$ cat src/rtl/spi_pkg.sv
// Shared constants and FSM encoding for the 8-bit SPI master.
package spi_pkg;
  localparam int DATA_W = 8;
  localparam int BIT_W  = $clog2(DATA_W + 1);

  typedef enum logic [2:0] {
    IDLE,
    SETUP,
    SHIFT,
    HOLD,
    GAP
  } state_t;
endpackage

$ cat src/rtl/spi_clk_div.sv
// Half-period tick generator; counter held at zero while disabled.
module spi_clk_div #(
  parameter int CLK_DIV = 2
) (
  input  logic clk,
  input  logic reset_n,
  input  logic enable,
  output logic tick
);
  localparam int CW = $clog2(CLK_DIV + 1);
  localparam logic [CW-1:0] LAST = CW'(CLK_DIV - 1);

  logic [CW-1:0] cnt;

  assign tick = enable && (cnt == LAST);

  always_ff @(posedge clk or negedge reset_n) begin
    if (!reset_n) begin
      cnt <= '0;
    end else if (!enable || tick) begin
      cnt <= '0;
    end else begin
      cnt <= cnt + 1'b1;
    end
  end
endmodule

$ cat src/rtl/spi_master.sv
// Mode-0, LSB-first 8-bit SPI master with optional
// trailing sclk pulses after each frame.
module spi_master
  import spi_pkg::*;
#(
  parameter int CLK_DIV     = 2,
  parameter int IDLE_PULSES = 2
) (
  input  logic              clk,
  input  logic              reset_n,
  input  logic              start,
  input  logic [DATA_W-1:0] tx_data,
  output logic              busy,
  output logic              done,
  output logic [DATA_W-1:0] rx_data,
  output logic              sclk,
  output logic              ss,
  output logic              MOSI,
  input  logic              MISO
);
  localparam int GAP_W = $clog2(2 * IDLE_PULSES + 2);
  localparam int GAP_N =
    (IDLE_PULSES > 0) ? 2 * IDLE_PULSES - 1 : 0;
  localparam logic [GAP_W-1:0] GAP_LAST = GAP_W'(GAP_N);
  localparam logic [BIT_W-1:0] LAST_BIT = BIT_W'(DATA_W);
  localparam logic [BIT_W-1:0] LAST_TX  = BIT_W'(DATA_W - 1);

  state_t            state;
  logic [DATA_W-1:0] tx_shift;
  logic [DATA_W-1:0] rx_shift;
  logic [BIT_W-1:0]  bit_cnt;
  logic [GAP_W-1:0]  gap_cnt;
  logic              tick;

  // Every transition lands on a tick, so the divider
  // is already at zero on entry to each state.
  spi_clk_div #(
    .CLK_DIV(CLK_DIV)
  ) u_div (
    .clk    (clk),
    .reset_n(reset_n),
    .enable (state != IDLE),
    .tick   (tick)
  );

  always_ff @(posedge clk or negedge reset_n) begin
    if (!reset_n) begin
      state    <= IDLE;
      ss       <= 1'b1;
      sclk     <= 1'b0;
      MOSI     <= 1'b1;
      busy     <= 1'b0;
      done     <= 1'b0;
      rx_data  <= '0;
      tx_shift <= '0;
      rx_shift <= '0;
      bit_cnt  <= '0;
      gap_cnt  <= '0;
    end else begin
      done <= 1'b0;
      unique case (state)
        IDLE: begin
          ss      <= 1'b1;
          sclk    <= 1'b0;
          MOSI    <= 1'b1;
          bit_cnt <= '0;
          gap_cnt <= '0;
          if (start && !busy) begin
            tx_shift <= tx_data;
            ss       <= 1'b0;
            MOSI     <= tx_data[0];
            busy     <= 1'b1;
            state    <= SETUP;
          end else begin
            busy <= 1'b0;
          end
        end
        SETUP: begin
          if (tick) begin
            sclk     <= 1'b1;
            rx_shift <= {MISO, rx_shift[DATA_W-1:1]};
            state    <= SHIFT;
          end
        end
        SHIFT: begin
          if (tick) begin
            if (sclk) begin
              sclk    <= 1'b0;
              bit_cnt <= bit_cnt + 1'b1;
              if (bit_cnt < LAST_TX) begin
                tx_shift <= tx_shift >> 1;
                MOSI     <= tx_shift[1];
              end
            end else if (bit_cnt == LAST_BIT) begin
              state <= HOLD;
            end else begin
              sclk     <= 1'b1;
              rx_shift <= {MISO, rx_shift[DATA_W-1:1]};
            end
          end
        end
        HOLD: begin
          if (tick) begin
            ss      <= 1'b1;
            MOSI    <= 1'b1;
            rx_data <= rx_shift;
            done    <= 1'b1;
            if (IDLE_PULSES > 0) begin
              sclk  <= 1'b1;
              state <= GAP;
            end else begin
              state <= IDLE;
            end
          end
        end
        GAP: begin
          if (tick) begin
            if (gap_cnt == GAP_LAST) begin
              state <= IDLE;
            end else begin
              sclk    <= ~sclk;
              gap_cnt <= gap_cnt + 1'b1;
            end
          end
        end
        default: state <= IDLE;
      endcase
    end
  end
endmodule

$ cat config.mk
export PLATFORM = sky130hd
export DESIGN_NAME = spi_master
export DESIGN_NICKNAME = d
export VERILOG_FILES = /design/src/rtl/spi_pkg.sv /design/src/rtl/spi_clk_div.sv /design/src/rtl/spi_master.sv
export SDC_FILE = /design/constraint.sdc
export NUM_CORES = 1
export LEC_CHECK = 0
export CAP_MARGIN = 20
export CORE_MARGIN = 2
export CORE_UTILIZATION = 55
export DETAILED_ROUTE_END_ITERATION = 8
export PLACE_DENSITY_LB_ADDON = 0.15
export RECOVER_POWER = 100
export SLEW_MARGIN = 20
export SYNTH_ARGS = -nofsm -noshare
export SYNTH_HDL_FRONTEND = slang
export SYNTH_SLANG_ARGS = --single-unit
$ cat constraint.sdc
create_clock -name clk -period 2 [get_ports clk]
set_input_delay 0.2 -clock clk [delete_from_list [all_inputs] [get_ports clk]]
set_output_delay 0.2 -clock clk [all_outputs]
set_load 0.01 [all_outputs]
Word level (Yosys, flattened, before mapping)
Cells that the tools add are included.
{"block": "op_classes", "n_reduce_logical": 23, "n_lt_le_gt_ge": 1, "eq_ne": 20, "n_bitwise": 1, "mux": 43, "add_sub_neg": 3}
{"op": "2-to-1 mux 8 bit", "n": 8}
{"op": "case mux 8 bit (2 select lines)", "n": 2}
{"op": "2-to-1 mux 3 bit", "n": 10}
{"op": "AND reduction 5 bit", "n": 4}
{"op": "!= test 2 bit (second input constant)", "n": 8}
{"op": "case mux 3 bit (5 select lines)", "n": 1}
{"op": "2-to-1 mux 1 bit", "n": 14}
{"op": "!= test 2 x 1 -> 1 bit (second input constant)", "n": 5}
{"op": "equality test 3 x 2 -> 1 bit (second input constant)", "n": 3}
{"op": "2-to-1 mux 4 bit", "n": 2}
{"op": "case mux 4 bit (2 select lines)", "n": 1}
{"op": "AND reduction 8 bit", "n": 1}
{"op": "nonzero test 2 bit", "n": 4}
{"op": "case mux 3 bit (2 select lines)", "n": 1}
{"op": "AND reduction 3 bit", "n": 2}
{"op": "nonzero test 3 bit", "n": 2}
{"op": "adder 4 x 1 -> 4 bit (second input constant)", "n": 1}
{"op": "equality test 4 bit (second input constant)", "n": 1}
{"op": "< comparator 4 x 3 -> 1 bit (second input constant)", "n": 1}
{"op": "case mux 1 bit (4 select lines)", "n": 1}
{"op": "AND reduction 2 bit", "n": 2}
{"op": "nonzero test 4 bit", "n": 1}
{"op": "adder 3 x 1 -> 3 bit (second input constant)", "n": 1}
{"op": "equality test 3 x 1 -> 1 bit (second input constant)", "n": 1}
{"op": "12 further kinds", "n": 14}
{"block": "totals", "reg_bits": 41, "output_inout_bits": 13, "word_cells": 103, "inputBits": 12}

Logic depth before layout (Yosys ltp)
Gate-level depths: netlist (run 1).
{"block": "logic_depth", "depth_word": 5, "depth_mapped": 6}

Cells and area by module
From an unflattened synthesis (run 1), not the netlist that was laid out.
{"block": "hier_totals", "cells_unflattened": 165, "hier_area_um2": 1919.3}
{"mod": "spi_master", "n_inst": 1, "seq_area_each_um2": 953.4, "area_each_um2": 1821.7, "cells_per_inst": 158}
{"mod": "spi_clk_div", "n_inst": 1, "seq_area_each_um2": 50.0, "area_each_um2": 97.6, "cells_per_inst": 7}

Worst setup path before layout (run 1)
Ideal clock, no wire load.
{"block": "synth_path", "path_type": "register to register", "start": "register gap_cnt[0]", "end": "register sclk", "t_arrival_ns": 1.461, "setup_time_ns": 0.145, "n_path_buf": 0, "path_stages_with_launch": 6, "path_slack_ns": 0.394, "path_cell_list": "dfrtp_1 -> ha_1 -> ha_1 -> or4b_4 -> a21oi_1 -> a211oi_1"}
{"block": "synth_between", "elab_chain_cells": 3}
{"item": "start, declared", "line": "spi_master.sv:32", "text": "logic [GAP_W-1:0] gap_cnt;"}
{"item": "start signal, assigned", "line": "spi_master.sv:122", "text": "gap_cnt <= gap_cnt + 1'b1;"}
{"item": "equality test 3 x 2 -> 1 bit", "line": "spi_master.sv:118", "text": "if (gap_cnt == GAP_LAST) begin"}
{"item": "!= test 2 bit (no source line)"}
{"item": "AND reduction 5 bit (no source line)"}
{"item": "end signal, assigned", "line": "spi_master.sv:121", "text": "sclk <= ~sclk;"}
{"item": "end, declared", "line": "spi_master.sv:16", "text": "output logic sclk,"}
No other way between the ends.
A chain may end at the register's enable or synchronous reset.

Worst setup path after layout (run 1)
{"block": "layout_path", "start": "register u_div.cnt[0]", "end": "register tx_shift[5]"}
{"block": "layout_between", "elab_chain_cells": 4}
{"item": "start, declared", "line": "spi_clk_div.sv:13", "text": "logic [CW-1:0] cnt;"}
{"item": "start signal, assigned", "line": "spi_clk_div.sv:23", "text": "cnt <= cnt + 1'b1;"}
{"item": "equality test 2 x 1 -> 1 bit", "line": "spi_clk_div.sv:15", "text": "assign tick = enable && (cnt == LAST);"}
{"item": "logical AND 1 bit", "line": "spi_clk_div.sv:15"}
{"item": "!= test 2 x 1 -> 1 bit (no source line)"}
{"item": "AND reduction 5 bit (no source line)"}
{"item": "end signal, assigned", "line": "spi_master.sv:69", "text": "tx_shift <= tx_data;"}
{"item": "end signal, assigned", "line": "spi_master.sv:91", "text": "tx_shift <= tx_shift >> 1;"}
{"item": "end, declared", "line": "spi_master.sv:29", "text": "logic [DATA_W-1:0] tx_shift;"}
No other way between the ends.

==> metrics.yaml, run 1 <==
yosys:
  synth-edff-count: 0
  yosys_warnings: 0
  avgSynthCellArea_um2: 10.9
  synthArstFlopShare: 1.00
  synth_area_um2: 2170
  yosysSeqAreaShare: 0.463
  synth_cell_types: 54
  ys_ff_latch: 40
  synth_nets: 216
  ys.flop_type: "dfrtp_1"
  synthCells: 199
final_layout:
  nNetsFinal: 245
  final_util: 0.694
  layout_commonest_cell: "dfrtp_1"
  final_cell_mix: "38 x dfrtp_1, 14 x dlygate4sd3_1, 13 x mux2_1, 13 x o21ai_0, 11 x nand3_1"
  fillers: 301
  synthToLayoutAreaGrowth_pct: 18.9
  drive_above_1_share: 0.148
  num_antenna_cells: 0
sta:
  finalCritPeriodShare: 0.919
  slew_violations: 0
  setup_ws_ns: 0.162
  rsz0062_at_grt: "false"
  timing.final.hold_violations: 0
  maxSlewHeadroom: 0.518
  clock_skew_ns: 0.00729
  fmax_ghz: 0.544
  period_minus_slack_ns: 1.84
  final.setup.tns_ns: 0
  worst_slew_pin_slew_ns: 0.724
  setup_viol: 0
clock_tree:
  cts_tree: "done"
  clock-sinks: 40
  post_cts_buffers: 0
  path_clk_slew_ns: 0.07
  clkLatencyLatePin_ns: 0.29
  cts_buffers: 5
  cts-root-buf: "clkbuf_8"
  clockBufferDepth: 2
  h-tree-depth: 2
pwr:
  powerDensity_nw_per_um2: 1520
  p_sw_uw: 1460
  peakVddDrop_mv: 0.960
  clock_power_share: 0.181
  seq_power_share: 0.365
  switching_share: 0.373
  p_leak_uw: 0.00103
  pwr-share-comb: 0.454
  intPower_uw: 2450
floorplanning:
  die_area_um2: 4460
  initial_utilization: 0.584
  die_h_um: 66.8
  num_rows: 22
  core_area_um2: 3720
  io_pins: 25
  dieWidth_um: 66.8
critical_path:
  slowest_stage: "dfrtp_1"
  path_cells: "ha_1, and3_1, a22oi_2, mux2_1"
  critPathLaunchType: "register"
  crit_path_max_fanout: 15
  cp.buffers_inverters: 0
  critical_path.top_delay_family: "flip-flops"
  worst-setup-path-type: "reg -> reg"
  cp.arrival_ns: 2.01
  required_ns: 2.17
  worstSetupEndpointType: "register"
  max_stage_delay_ns: 0.40
routing:
  first_pass_iters: 4
  wl_um: 4460
  wl_per_cell_um: 16.1
  vias_per_cell: 6.14
  drc_errors: 0
  drt_iter0_markers: 224
  via_count: 1700
  ant_nets: 0
placed_design:
  gp_congestion: 0.776
  port_buffers: 24
  place_hpwl_um: 3180
  place_ws_ns: 0.242
global_routing:
  grtUsageTotal: 0.234
  grt_remaining_overflow: 0
  antenna_found_initial: 0
  grt_max_degree: 18
  grt_pass1_wl_um: 7890
  grt_pass1_vias: 1647
run_status:
  outcome: "completed"
hold_path:
  hold_class: "in -> async"
flow_run:
  cap_violations: 0
Yosys cell counts, types with 2 or more instances:
master    number  area (um2)
dfrtp_1       38         951
mux2_1        13         146
nand3_1       11        55.1
o21ai_0       11        55.1
a22oi_1       10        75.1
inv_1         10        37.5
nand2_1        9        33.8
nand4_1        9        56.3
o211ai_1       9        67.6
buf_2          6        30.0
mux2_2         6        67.6
ha_1           5        62.6
nand2b_1       5        31.3
nor3_1         5        25.0
a21oi_1        3        15.0
buf_1          2        7.51
buf_4          2        15.0
clkbuf_1       2        7.51
clkbuf_2       2        10.0
dfstp_2        2        52.6
nand3b_1       2        15.0
nor2_1         2        7.51
o21ai_1        2        10.0
o221ai_1       2        17.5
o311a_1        2        20.0
metal layers:
layer / vias to the layer above / share of wire / track usage
li1: 804 / - / -
met1: 832 / 0.47 / 0.338
met2: 58 / 0.47 / 0.360
met3: 6 / 0.053 / 0.0355
met4: 0 / 0.013 / 0.0765
met5: - / 0 / 0
registers in the layout (all words and copies together) (netlist names):
name       cells
rx_data        8
rx_shift       8
tx_shift       7
bit_cnt        4
gap_cnt        3
state          3
u_div.cnt      2
MOSI           1
busy           1
done           1
sclk           1
ss             1
power groups by stage:
stage          sequential [uW]  clock, uW  combinational (uW)
6_report                  1430        708                1770
2_1_floorplan             1370          0                1320
4_1_cts                   1430        722                1870
3_5_place_dp              1440          0                1850
5_1_grt                   1470        762                1970
3_3_place_gp              1420          0                1790
cell type report:
class | count | area, um2 | share of cell area
Clock buffer | 7 | 96.3 | 0.0374
Clock inverter | 1 | 30.0 | 0.0116
Inverter | 11 | 41.3 | 0.0160
Multi-Input combinational cell | 133 | 1030 | 0.398
Sequential cell | 40 | 1000 | 0.389
Tap cell | 48 | 60.1 | 0.0233
Timing Repair Buffer | 37 | 320 | 0.124
cell families after synthesis:
kind of cell	count (synthesis)	share of synthesized area
flops	40	0.463
compound gates	51	0.182
xor+xnor	1	0.00404
fa+ha+maj	5	0.0289
buf+inv	26	0.0566
simple gates	56	0.162
mux	20	0.103
worst paths after layout:
path                                    from           end  slack (ns)  depth (start not counted)
worst max-delay path            u_div.cnt[0]   tx_shift[5]        0.16                          4
worst min-delay path                 reset_n    bit_cnt[2]        0.47                          2
worst max register to register  u_div.cnt[0]   tx_shift[5]        0.16                          4
worst min register to register  u_div.cnt[0]  u_div.cnt[0]        0.47                          1
max in group asynchronous            reset_n  u_div.cnt[1]        0.56                          3
min in group clk                u_div.cnt[0]  u_div.cnt[0]        0.47                          1
per-stage QoR:
| stage | total power, uW | hold slack (ns) | cells | area (um2) |
|---|---|---|---|---|
| final | 3910 | 0.468 | 277 | 2580 |
| after global routing | 4210 | 0.474 | 277 | 2580 |
| after CTS | 4020 | 0.329 | 277 | 2610 |
| after detailed placement | 3300 | 0.106 | 268 | 2470 |
| after global placement | 3210 | 0.104 | 268 | 2470 |
| after floorplan | 2690 | -0.0956 | 199 | 2170 |
what timing repair did:
action | CTS | global route
hold buffers | 1 | 0
endpoints found under the hold margin | 11 | 0
setup endpoints to repair | 0 | 0
resized for setup | 0 | 0
Power figures use the tool's default switching activity.
==> run 2: changes to the inputs <==
--- a/config.mk
+++ b/config.mk
@@ -7,8 +7,9 @@
 export LEC_CHECK = 0
 export CAP_MARGIN = 20
 export CORE_MARGIN = 2
-export CORE_UTILIZATION = 55
+export CORE_UTILIZATION = 50
 export DETAILED_ROUTE_END_ITERATION = 8
+export HOLD_SLACK_MARGIN = 0.05
 export PLACE_DENSITY_LB_ADDON = 0.15
 export RECOVER_POWER = 100
 export SLEW_MARGIN = 20
==> constraint.sdc (replaced) <==
create_clock -name clk -period 1.47 [get_ports clk]
set_input_delay 0.147 -clock clk [delete_from_list [all_inputs] [get_ports clk]]
set_output_delay 0.147 -clock clk [all_outputs]
set_load 0.01 [all_outputs]
==> run 2 against run 1 <==
The run now ends with negative setup slack left. Sequential share of layout area is 8.0 points lower. Global-route usage grew 1.2 points. Register-to-register slack lost 0.33 ns. Final area rose by 26%. First-iteration DRC count down 30%. Clock skew is 0.00070 ns higher. Die area rose by 9.4%. Routed wire length increased by 43%. Largest power group unchanged.
==> metrics.yaml, run 2 (synthesis gave the netlist of run 1 again) <==
critical_path:
  cp.arrival_ns: 1.82  # -0.19 ns
  worst-setup-path-type: "reg -> reg"
  required_ns: 1.65  # -0.52 ns
  critical_path.top_delay_family: "compound AO/OA/AOI/OAI gates"
  critPathLaunchType: "register"
  crit_path_max_fanout: 12  # -3
  slowest_stage: "dfrtp_1"
  worstSetupEndpointType: "register"
  cp.buffers_inverters: 1  # +1
  max_stage_delay_ns: 0.42  # +0.02 ns
  path_cells: "buf_4, a2111oi_4, a22oi_4, mux2_4"
floorplanning:
  die_h_um: 69.9  # +4.6%
  core_area_um2: 4090  # +10%
  num_rows: 23  # +4.5%
  die_area_um2: 4880  # +9.4%
  dieWidth_um: 69.9  # +4.6%
  io_pins: 25  # unchanged
  initial_utilization: 0.531  # -0.0529
hold_path:
  hold_class: "in -> async"
clock_tree:
  path_clk_slew_ns: 0.08  # about the same
  cts_buffers: 5  # unchanged
  cts_tree: "done"
  clockBufferDepth: 2  # unchanged
  clock-sinks: 40  # unchanged
  cts-root-buf: "clkbuf_8"
  h-tree-depth: 2  # unchanged
  clkLatencyLatePin_ns: 0.30  # about the same
routing:
  drc_errors: 0  # unchanged
  drt_iter0_markers: 157  # -30%
  vias_per_cell: 6.14  # about the same
  wl_um: 6400  # +43%
  wl_met3_um: 425  # +80%
  wl_per_cell_um: 19.6  # +22%
  wl_met2_um: 3230  # +54%
  met1_length_um: 2560  # +23%
  first_pass_iters: 5  # +1
  ant_nets: 0  # unchanged
  routed.top_layer: "met4"
  via_count: 2002  # +18%
sta:
  worst_slew_pin_slew_ns: 0.524  # -0.200 ns
  setup_ws_ns: -0.164  # -0.326 ns
  rsz0062_at_grt: "true"
  timing.final.hold_violations: 0  # unchanged
  slew_violations: 0  # unchanged
  clock_skew_ns: 0.00800  # +0.000704 ns
  finalCritPeriodShare: 1.11  # +0.192
  period_minus_slack_ns: 1.63  # -0.204 ns
  fmax_ghz: 0.612  # +12%
  setup_viol: 25  # +25
  maxSlewHeadroom: 0.651  # +0.133
placed_design:
  gp_congestion: 0.819  # +5.5%
  placed_area_um2: 2720  # +9.9%
  port_buffers: 24  # unchanged
  place_hpwl_um: 3740  # +18%
final_layout:
  reg.largest.list: "rx_data x8, rx_shift x8, tx_shift x7"
  finalInstanceArea_um2: 3250  # +26%
  layout_commonest_cell: "buf_4"
  num_antenna_cells: 0  # unchanged
  fillers: 255  # -15%
  nNetsFinal: 292  # +19%
  final_cell_mix: "43 x buf_4, 37 x dfrtp_1, 19 x clkdlybuf4s50_1"
  synthToLayoutAreaGrowth_pct: 49.8
  drive_above_1_share: 0.478  # +0.330
pwr:
  peakVddDrop_mv: 1.18  # +23%
  p_leak_uw: 0.00145  # +40%
  powerDensity_nw_per_um2: 2200  # +45%
  power.total_uw: 7130  # +82%
run_status:
  violations: "negative setup slack"
  outcome: "complete, but fails checks"
global_routing:
  grt_pass1_vias: 1990  # +21%
  antenna_found_initial: 0  # unchanged
  grt_remaining_overflow: 0  # unchanged
  grtUsageTotal: 0.246  # +0.0119
  grt_pass1_wl_um: 9490  # +20%
  grt_max_degree: 22  # +4
flow_run:
  cap_violations: 0  # unchanged
run 2: metal layers:
| metal | GRT usage | vias to the layer above |
|---|---|---|
| li1 | - | 898 |
| met1 | 0.333 | 987 |
| met2 | 0.384 | 98 |
| met3 | 0.0592 | 19 |
| met4 | 0.0897 | 0 |
| met5 | 0 | - |
run 2: layout make-up:
cell class,instances,area (um2),share of cell area
multi-input cells,134,1280,0.396
flip-flops and latches,40,1000,0.309
repair buffers,83,728,0.224
clock buffers,7,96.3,0.0297
well taps,50,62.6,0.0193
inverters,11,41.3,0.0127
clock inverters,1,30.0,0.00924
run 2: worst register-to-register path, stage by stage (launching register included):
cell	delay, ns
dfrtp_1	0.42
buf_4	0.21
a2111oi_4	0.39
a22oi_4	0.17
mux2_4	0.33
run 2: power breakdown:
part / internal, uW / total, uW / leakage [uW] / switching, uW
Combinational: 2290 / 4230 / 0.000916 / 1940
Clock: 599 / 999 / 0.0000645 / 400
Sequential: 1540 / 1900 / 0.000467 / 356
Total: 4430 / 7130 / 0.00145 / 2700
run 2: path summary, 6_finish.rpt:
path                                      to  slack (ns)          from  cells past startpoint
min in group clk                 rx_shift[7]        0.50          MISO                      3
worst min register to register  u_div.cnt[0]        0.51  u_div.cnt[0]                      1
worst min-delay path              bit_cnt[3]        0.33       reset_n                      2
worst max-delay path             tx_shift[6]       -0.16      state[2]                      4
max in group asynchronous           state[1]        0.23       reset_n                      3
worst max register to register   tx_shift[6]       -0.16      state[2]                      4
run 2: timing repair:
item | CTS | global route
pin swaps | 12 | 17
buffers inserted | 9 | 14
gates resized for setup | 23 | 41
setup endpoints to repair | 30 | 35
hold buffers | 1 | 0
cloned | 1 | 1
hold endpoints to repair | 19 | 0
run 2: per-stage QoR:
stage          hold WS, ns  utilization  cells  TNS (ns)  worst slack (ns)
6_report             0.331        0.795    326     -1.57            -0.164
5_1_grt              0.391        0.795    326     -2.77            -0.197
4_1_cts              0.349        0.739    313     -1.34            -0.184
3_5_place_dp         0.129        0.665    294     -5.45            -0.471
3_3_place_gp         0.122        0.665    294     -3.67            -0.300
2_1_floorplan       -0.149            -    199    -0.283           -0.0546
==> run 3: changes to the inputs <==
--- a/config.mk
+++ b/config.mk
@@ -6,6 +6,7 @@
 export NUM_CORES = 1
 export LEC_CHECK = 0
 export CAP_MARGIN = 20
+export CORE_ASPECT_RATIO = 1.1
 export CORE_MARGIN = 2
 export CORE_UTILIZATION = 50
 export DETAILED_ROUTE_END_ITERATION = 8
==> run 3 against run 2 <==
The flow still finishes with violations (negative setup slack). Cell count fell by 4.6%. Flip-flop and latch count stayed put. Non-clock buffer count shrank 17. Hold slack improved by 0.0058 ns. Largest power group unchanged. Register-to-register slack improved by 0.02 ns. Fmax is 0.93% higher. Critical path type unchanged. Die area about the same.
==> metrics.yaml, run 3 (synthesis gave the netlist of run 1 again) <==
run_status:
  outcome: "complete, but fails checks"
  violations: "negative setup slack"
clock_tree:
  clkLatencyLatePin_ns: 0.29  # about the same
  clock-sinks: 40  # unchanged
  path_clk_slew_ns: 0.07  # about the same
  cts_buffers: 5  # unchanged
  cts_tree: "done"
  clockBufferDepth: 2  # unchanged
  h-tree-depth: 2  # unchanged
  cts-root-buf: "clkbuf_8"
flow_run:
  cap_violations: 0  # unchanged
critical_path:
  rr_endpoint: "gap_cnt[2]"
  worstSetupEndpointType: "register"
  cp.arrival_ns: 1.84  # +0.02 ns
  cp.buffers_inverters: 0  # -1
  timing.rr.start: "gap_cnt[0]"
  slowest_stage: "or4b_4"
  required_ns: 1.69  # +0.04 ns
  critPathLaunchType: "register"
  cp-startpoint: "gap_cnt[0]"
  max_stage_delay_ns: 0.49  # +0.07 ns
  worst-r2r-cell-count: 5  # +1
  crit_path_max_fanout: 4  # -8
  critical_path_depth: 5  # +1
  crit_path_end: "gap_cnt[2]"
  r2r_setup_slack_ns: -0.15  # +0.02 ns
  critical_path.top_delay_family: "simple AND/OR/NAND/NOR gates"
  path_cells: "ha_2, ha_4, or4b_4, a2bb2oi_1, o21ai_2"
  worst-setup-path-type: "reg -> reg"
pwr:
  p_leak_uw: 0.00123  # -15%
  power.total_uw: 5960  # -16%
  pwr-share-comb: 0.557  # -0.037
  powerDensity_nw_per_um2: 2010  # -8.5%
  p_sw_uw: 2290  # -15%
  switching_share: 0.384  # +0.00587
  intPower_uw: 3670  # -17%
  clock_power_share: 0.115  # -0.025
  seq_power_share: 0.328  # +0.062
  peakVddDrop_mv: 1.18  # -0.28%
final_layout:
  drive_above_1_share: 0.385  # -0.0930
  synthToLayoutAreaGrowth_pct: 36.8
  nNetsFinal: 274  # -6.2%
  final_cell_mix: "35 x dfrtp_1, 32 x buf_4, 19 x clkdlybuf4s50_1"
  layout_commonest_cell: "dfrtp_1"
  final_cells: 311  # -4.6%
  num_antenna_cells: 0  # unchanged
  reg.largest.list: "rx_data x8, rx_shift x8, tx_shift x7"
placed_design:
  place_hpwl_um: 3640  # -2.6%
  dp.cells: 297  # +1.0%
  gp_congestion: 0.828  # +1.1%
  port_buffers: 24  # unchanged
floorplanning:
  die_area_um2: 4880  # about the same
  num_rows: 25  # +8.7%
  core_area_um2: 4220  # +3.3%
  initial_utilization: 0.513  # -0.0171
  die_h_um: 73.1  # +4.6%
  io_pins: 25  # unchanged
  dieWidth_um: 66.8  # -4.4%
routing:
  vias_per_cell: 5.92  # -3.7%
  drt_iter0_markers: 186  # +18%
  wl_per_cell_um: 16.6  # -15%
  via_count: 1840  # -8.1%
  ant_nets: 0  # unchanged
  first_pass_iters: 4  # -1
  wl_um: 5180  # -19%
  drc_errors: 0  # unchanged
sta:
  worst_slew_pin_slew_ns: 0.534  # +0.0104 ns
  slew_violations: 0  # unchanged
  clock_skew_ns: 0.00581  # -0.00219 ns
  rsz0062_at_grt: "true"
  maxSlewHeadroom: 0.644  # -0.00693
  timing.final.hold_violations: 0  # unchanged
  setup_ws_ns: -0.149  # +0.0150 ns
  fmax_ghz: 0.618  # +0.93%
  holdWs_ns: 0.337  # +0.00575 ns
  final.setup.tns_ns: -1.09  # +0.483 ns
  finalCritPeriodShare: 1.10  # -0.0102
  setup_viol: 11  # -56%
  period_minus_slack_ns: 1.62  # -0.0150 ns
global_routing:
  grtUsageTotal: 0.224  # -0.0216
  antenna_found_initial: 0  # unchanged
  grt_remaining_overflow: 0  # unchanged
  grt_max_degree: 23  # +4.5%
  grt_pass1_vias: 1868  # -6.1%
  grt_pass1_wl_um: 8300  # -13%
hold_path:
  hold_class: "in -> async"
run 3: cell count changes in the layout (fill, tap and decap cells not counted), sizes merged:
cell / before / now
clkinv: 0 / 1
clkdlybuf4s25: 1 / 2
nand2b: 6 / 5
bufinv: 1 / 0
dlygate4sd2: 3 / 2
buf: 56 / 38
run 3: worst reg2reg max path, stage by stage, from the launching register on:
cell and delay, ns:
dfrtp_1 0.40, ha_2 0.22, ha_4 0.18, or4b_4 0.49, a2bb2oi_1 0.15, o21ai_2 0.11
run 3: how the worst min path moves through the flow:
stage	from	endpoint	slack (ns)	depth (start not counted)
3_5_place_dp	reset_n	rx_data[4]	0.13	1
6_report	reset_n	rx_data[4]	0.34	2
3_3_place_gp	reset_n	rx_data[4]	0.11	1
2_1_floorplan	reset_n	bit_cnt[0]	-0.15	0
5_1_grt	reset_n	rx_data[4]	0.39	2
4_1_cts	reset_n	rx_data[4]	0.35	2
run 3: power by group through the flow:
stage,Combinational (uW),Clock [uW],Sequential [uW]
global route,3610,742,2010
floorplan,1950,0,1870
finish,3320,685,1960
detailed placement,3060,0,1950
global placement,2930,0,1920
CTS,3140,707,1920
run 3: cell type report:
| cell class | instances | area, um2 |
|---|---|---|
| multi-input combinational | 133 | 1200 |
| tap | 54 | 67.6 |
| fill | 333 | 1260 |
| inverter | 11 | 41.3 |
| sequential | 40 | 1010 |
| clock buffer | 6 | 72.6 |
| clock inverter | 1 | 5.00 |
| timing repair buffer | 66 | 576 |
run 3: metal layers:
| layer | vias to the layer above | global-route usage | share of wire |
|---|---|---|---|
| met5 | - | 0 | 0 |
| li1 | 861 | - | - |
| met4 | 0 | 0.0907 | 0.026 |
| met3 | 17 | 0.0494 | 0.039 |
| met1 | 910 | 0.254 | 0.42 |
| met2 | 52 | 0.403 | 0.52 |
run 3: repair_timing:
action	in CTS	in global routing
endpoints found under the hold margin	17	0
endpoints found under the setup margin	29	31
hold buffers	1	0
pin swaps	4	9
resized for setup	8	28
buffers inserted	3	3
run 3: metrics by stage:
step | setup WS [ns] | cell area (um2) | utilization
detailed placement | -0.180 | 2730 | 0.646
global route | -0.172 | 2970 | 0.703
global placement | -0.109 | 2730 | 0.646
CTS | -0.123 | 2850 | 0.676
finish | -0.149 | 2970 | 0.703
floorplan | -0.0546 | 2220 | -
==> edit (config.mk and constraints of run 2) <==
Register the inputs `start`, `tx_data` and `MISO` before use, without a reset. The logic sees them one clock later.
--- a/src/rtl/spi_master.sv
+++ b/src/rtl/spi_master.sv
@@ -24,6 +24,16 @@
   localparam logic [GAP_W-1:0] GAP_LAST = GAP_W'(GAP_N);
   localparam logic [BIT_W-1:0] LAST_BIT = BIT_W'(DATA_W);
   localparam logic [BIT_W-1:0] LAST_TX  = BIT_W'(DATA_W - 1);
+
+  logic start_q;
+  logic [DATA_W-1:0] tx_data_q;
+  logic MISO_q;
+
+  always_ff @(posedge clk) begin
+    start_q   <= start;
+    tx_data_q <= tx_data;
+    MISO_q    <= MISO;
+  end
 
   state_t            state;
   logic [DATA_W-1:0] tx_shift;
@@ -65,10 +75,10 @@
           MOSI    <= 1'b1;
           bit_cnt <= '0;
           gap_cnt <= '0;
-          if (start && !busy) begin
-            tx_shift <= tx_data;
+          if (start_q && !busy) begin
+            tx_shift <= tx_data_q;
             ss       <= 1'b0;
-            MOSI     <= tx_data[0];
+            MOSI     <= tx_data_q[0];
             busy     <= 1'b1;
             state    <= SETUP;
           end else begin
@@ -78,7 +88,7 @@
         SETUP: begin
           if (tick) begin
             sclk     <= 1'b1;
-            rx_shift <= {MISO, rx_shift[DATA_W-1:1]};
+            rx_shift <= {MISO_q, rx_shift[DATA_W-1:1]};
             state    <= SHIFT;
           end
         end
@@ -95,7 +105,7 @@
               state <= HOLD;
             end else begin
               sclk     <= 1'b1;
-              rx_shift <= {MISO, rx_shift[DATA_W-1:1]};
+              rx_shift <= {MISO_q, rx_shift[DATA_W-1:1]};
             end
           end
         end
Check against the original RTL: not equivalent (Yosys sat finds a counterexample within 4 cycles, from zero or initial values and one cycle with reset_n low).
==> edit against run 2 <==
The flow still finishes with violations (setup timing). Sequential share of layout area grew 11 points. Sequential cell count grew 10. Non-clock buffer count shrank 23. Design area shrank 12%. Combinational power shrank 37%. Area after synthesis shrank 5.3%. Total power shrank 20%. Wire length shrank 26%. Worst setup slack lost 0.0082 ns. Cell count shrank 14%. Critical path depth grew 2. Worst hold slack gained 0.0065 ns. Critical path type unchanged. Critical endpoint is now rx_shift[0].
==> edit: results (changes against run 2) <==
| Parameter | Reported | Change |
|---|---|---|
| Result of the run | finished, violations left |  |
| Violations in the final reports | setup timing |  |
| Share of flip-flops with an asynchronous set or reset | 0.8000 | -0.2000 |
| Total half-perimeter wirelength after legalization and detailed placement | 3024 µm | -19% |
| Startpoint of the worst-slack reg-to-reg timing path | state[1] |  |
| Count of buffers not belonging to the clock network in the layout | 60 | -28% |
| Setup clock skew after layout | 0.003887 ns | -0.004110 ns |
| # setup viols final | 24 | -4.0% |
| Top cells by instance count after synthesis | dfrtp_1 (38), mux2_2 (16), nand2_1 (14) |  |
| Total number of nets in the final design | 247 | -15% |
| Leading registers by flop count | rx_data x8, rx_shift x8, tx_data_q x8 |  |
| Gpl congestion | 0.8703 | +6.3% |
| Total wirelength of the detailed-routed design | 4707 µm | -26% |
| Number of clock buffers in the layout | 6 | -1 |
| DR iter-0 viols | 139 | -11% |
| Signal buf overhead | 0.1809 | -0.04328 |
| Wire length of the first global-routing pass | 7093 µm | -25% |
| Fill cells | 284 | +11% |
| Post-Syn Nets | 186 | -14% |
| Clk cell area share | 0.03836 | -0.0005450 |
| Total Negative Setup Slacks | -2.327 ns | -0.7543 ns |
| Slew margin rel. | 0.6384 | -0.01244 |
| Cell family with most CP delay | flip-flops |  |
| Critical Path Fanout Max | 8 | -4 |
| End of the worst register-to-register path | rx_shift[0] |  |
| Cell types occupying the most area after synthesis | dfrtp_1 (46%), dfxtp_1 (9.8%), mux2_2 (8.8%), a22o_1 (4.3%), ha_1 (3.0%) |  |
| Final setup margin | -0.1724 ns | -0.008249 ns |
==> edit: per-stage QoR <==
stage / instances / total power [mW] / hold slack [ns] / area [µm²] / util
after floorplan: 169 / 3.440 / -0.1486 / 2105 / -
after global placement: 266 / 4.273 / 0.1310 / 2584 / 0.6506
after detailed placement: 266 / 4.385 / 0.1376 / 2584 / 0.6506
after CTS: 277 / 5.527 / 0.2819 / 2780 / 0.7001
after global routing: 281 / 6.105 / 0.3784 / 2870 / 0.7227
final: 281 / 5.732 / 0.3377 / 2870 / 0.7227
==> edit: layer usage <==
metal	track usage	up-vias	share of wire
li1	-	721	-
met1	0.2658	753	0.43
met2	0.3532	28	0.52
met3	0.04770	12	0.031
met4	0.07000	0	0.017
met5	0	-	0
==> edit: timing repair <==
action,4_1_cts,5_1_grt
pin swaps,6,15
hold buffers,1,0
buffers inserted,2,4
resized for setup,20,31
gates cloned,0,1
endpoints found under the setup margin,36,37
hold endpoints to repair,17,0
==> edit: how the worst max path moves through the flow <==
| stage | startpoint | to | slack (ns) | cells after the start |
|---|---|---|---|---|
| floorplan | bit_cnt[0] | rx_shift[0] | -0.26 | 6 |
| CTS | bit_cnt[1] | rx_shift[0] | -0.15 | 7 |
| finish | state[1] | rx_shift[0] | -0.17 | 6 |
| detailed placement | bit_cnt[0] | rx_shift[2] | -0.15 | 7 |
| global placement | bit_cnt[0] | rx_shift[5] | -0.14 | 7 |
| global route | bit_cnt[0] | rx_shift[0] | -0.23 | 7 |
==> edit: cell families after synthesis <==
| kind of cell | share of synthesized area |
|---|---|
| compound gates | 0.1414 |
| simple gates | 0.1085 |
| flops | 0.5862 |
| fa+ha+maj | 0.03047 |
| xor+xnor | 0.008533 |
| buf+inv | 0.03717 |
| mux | 0.08775 |
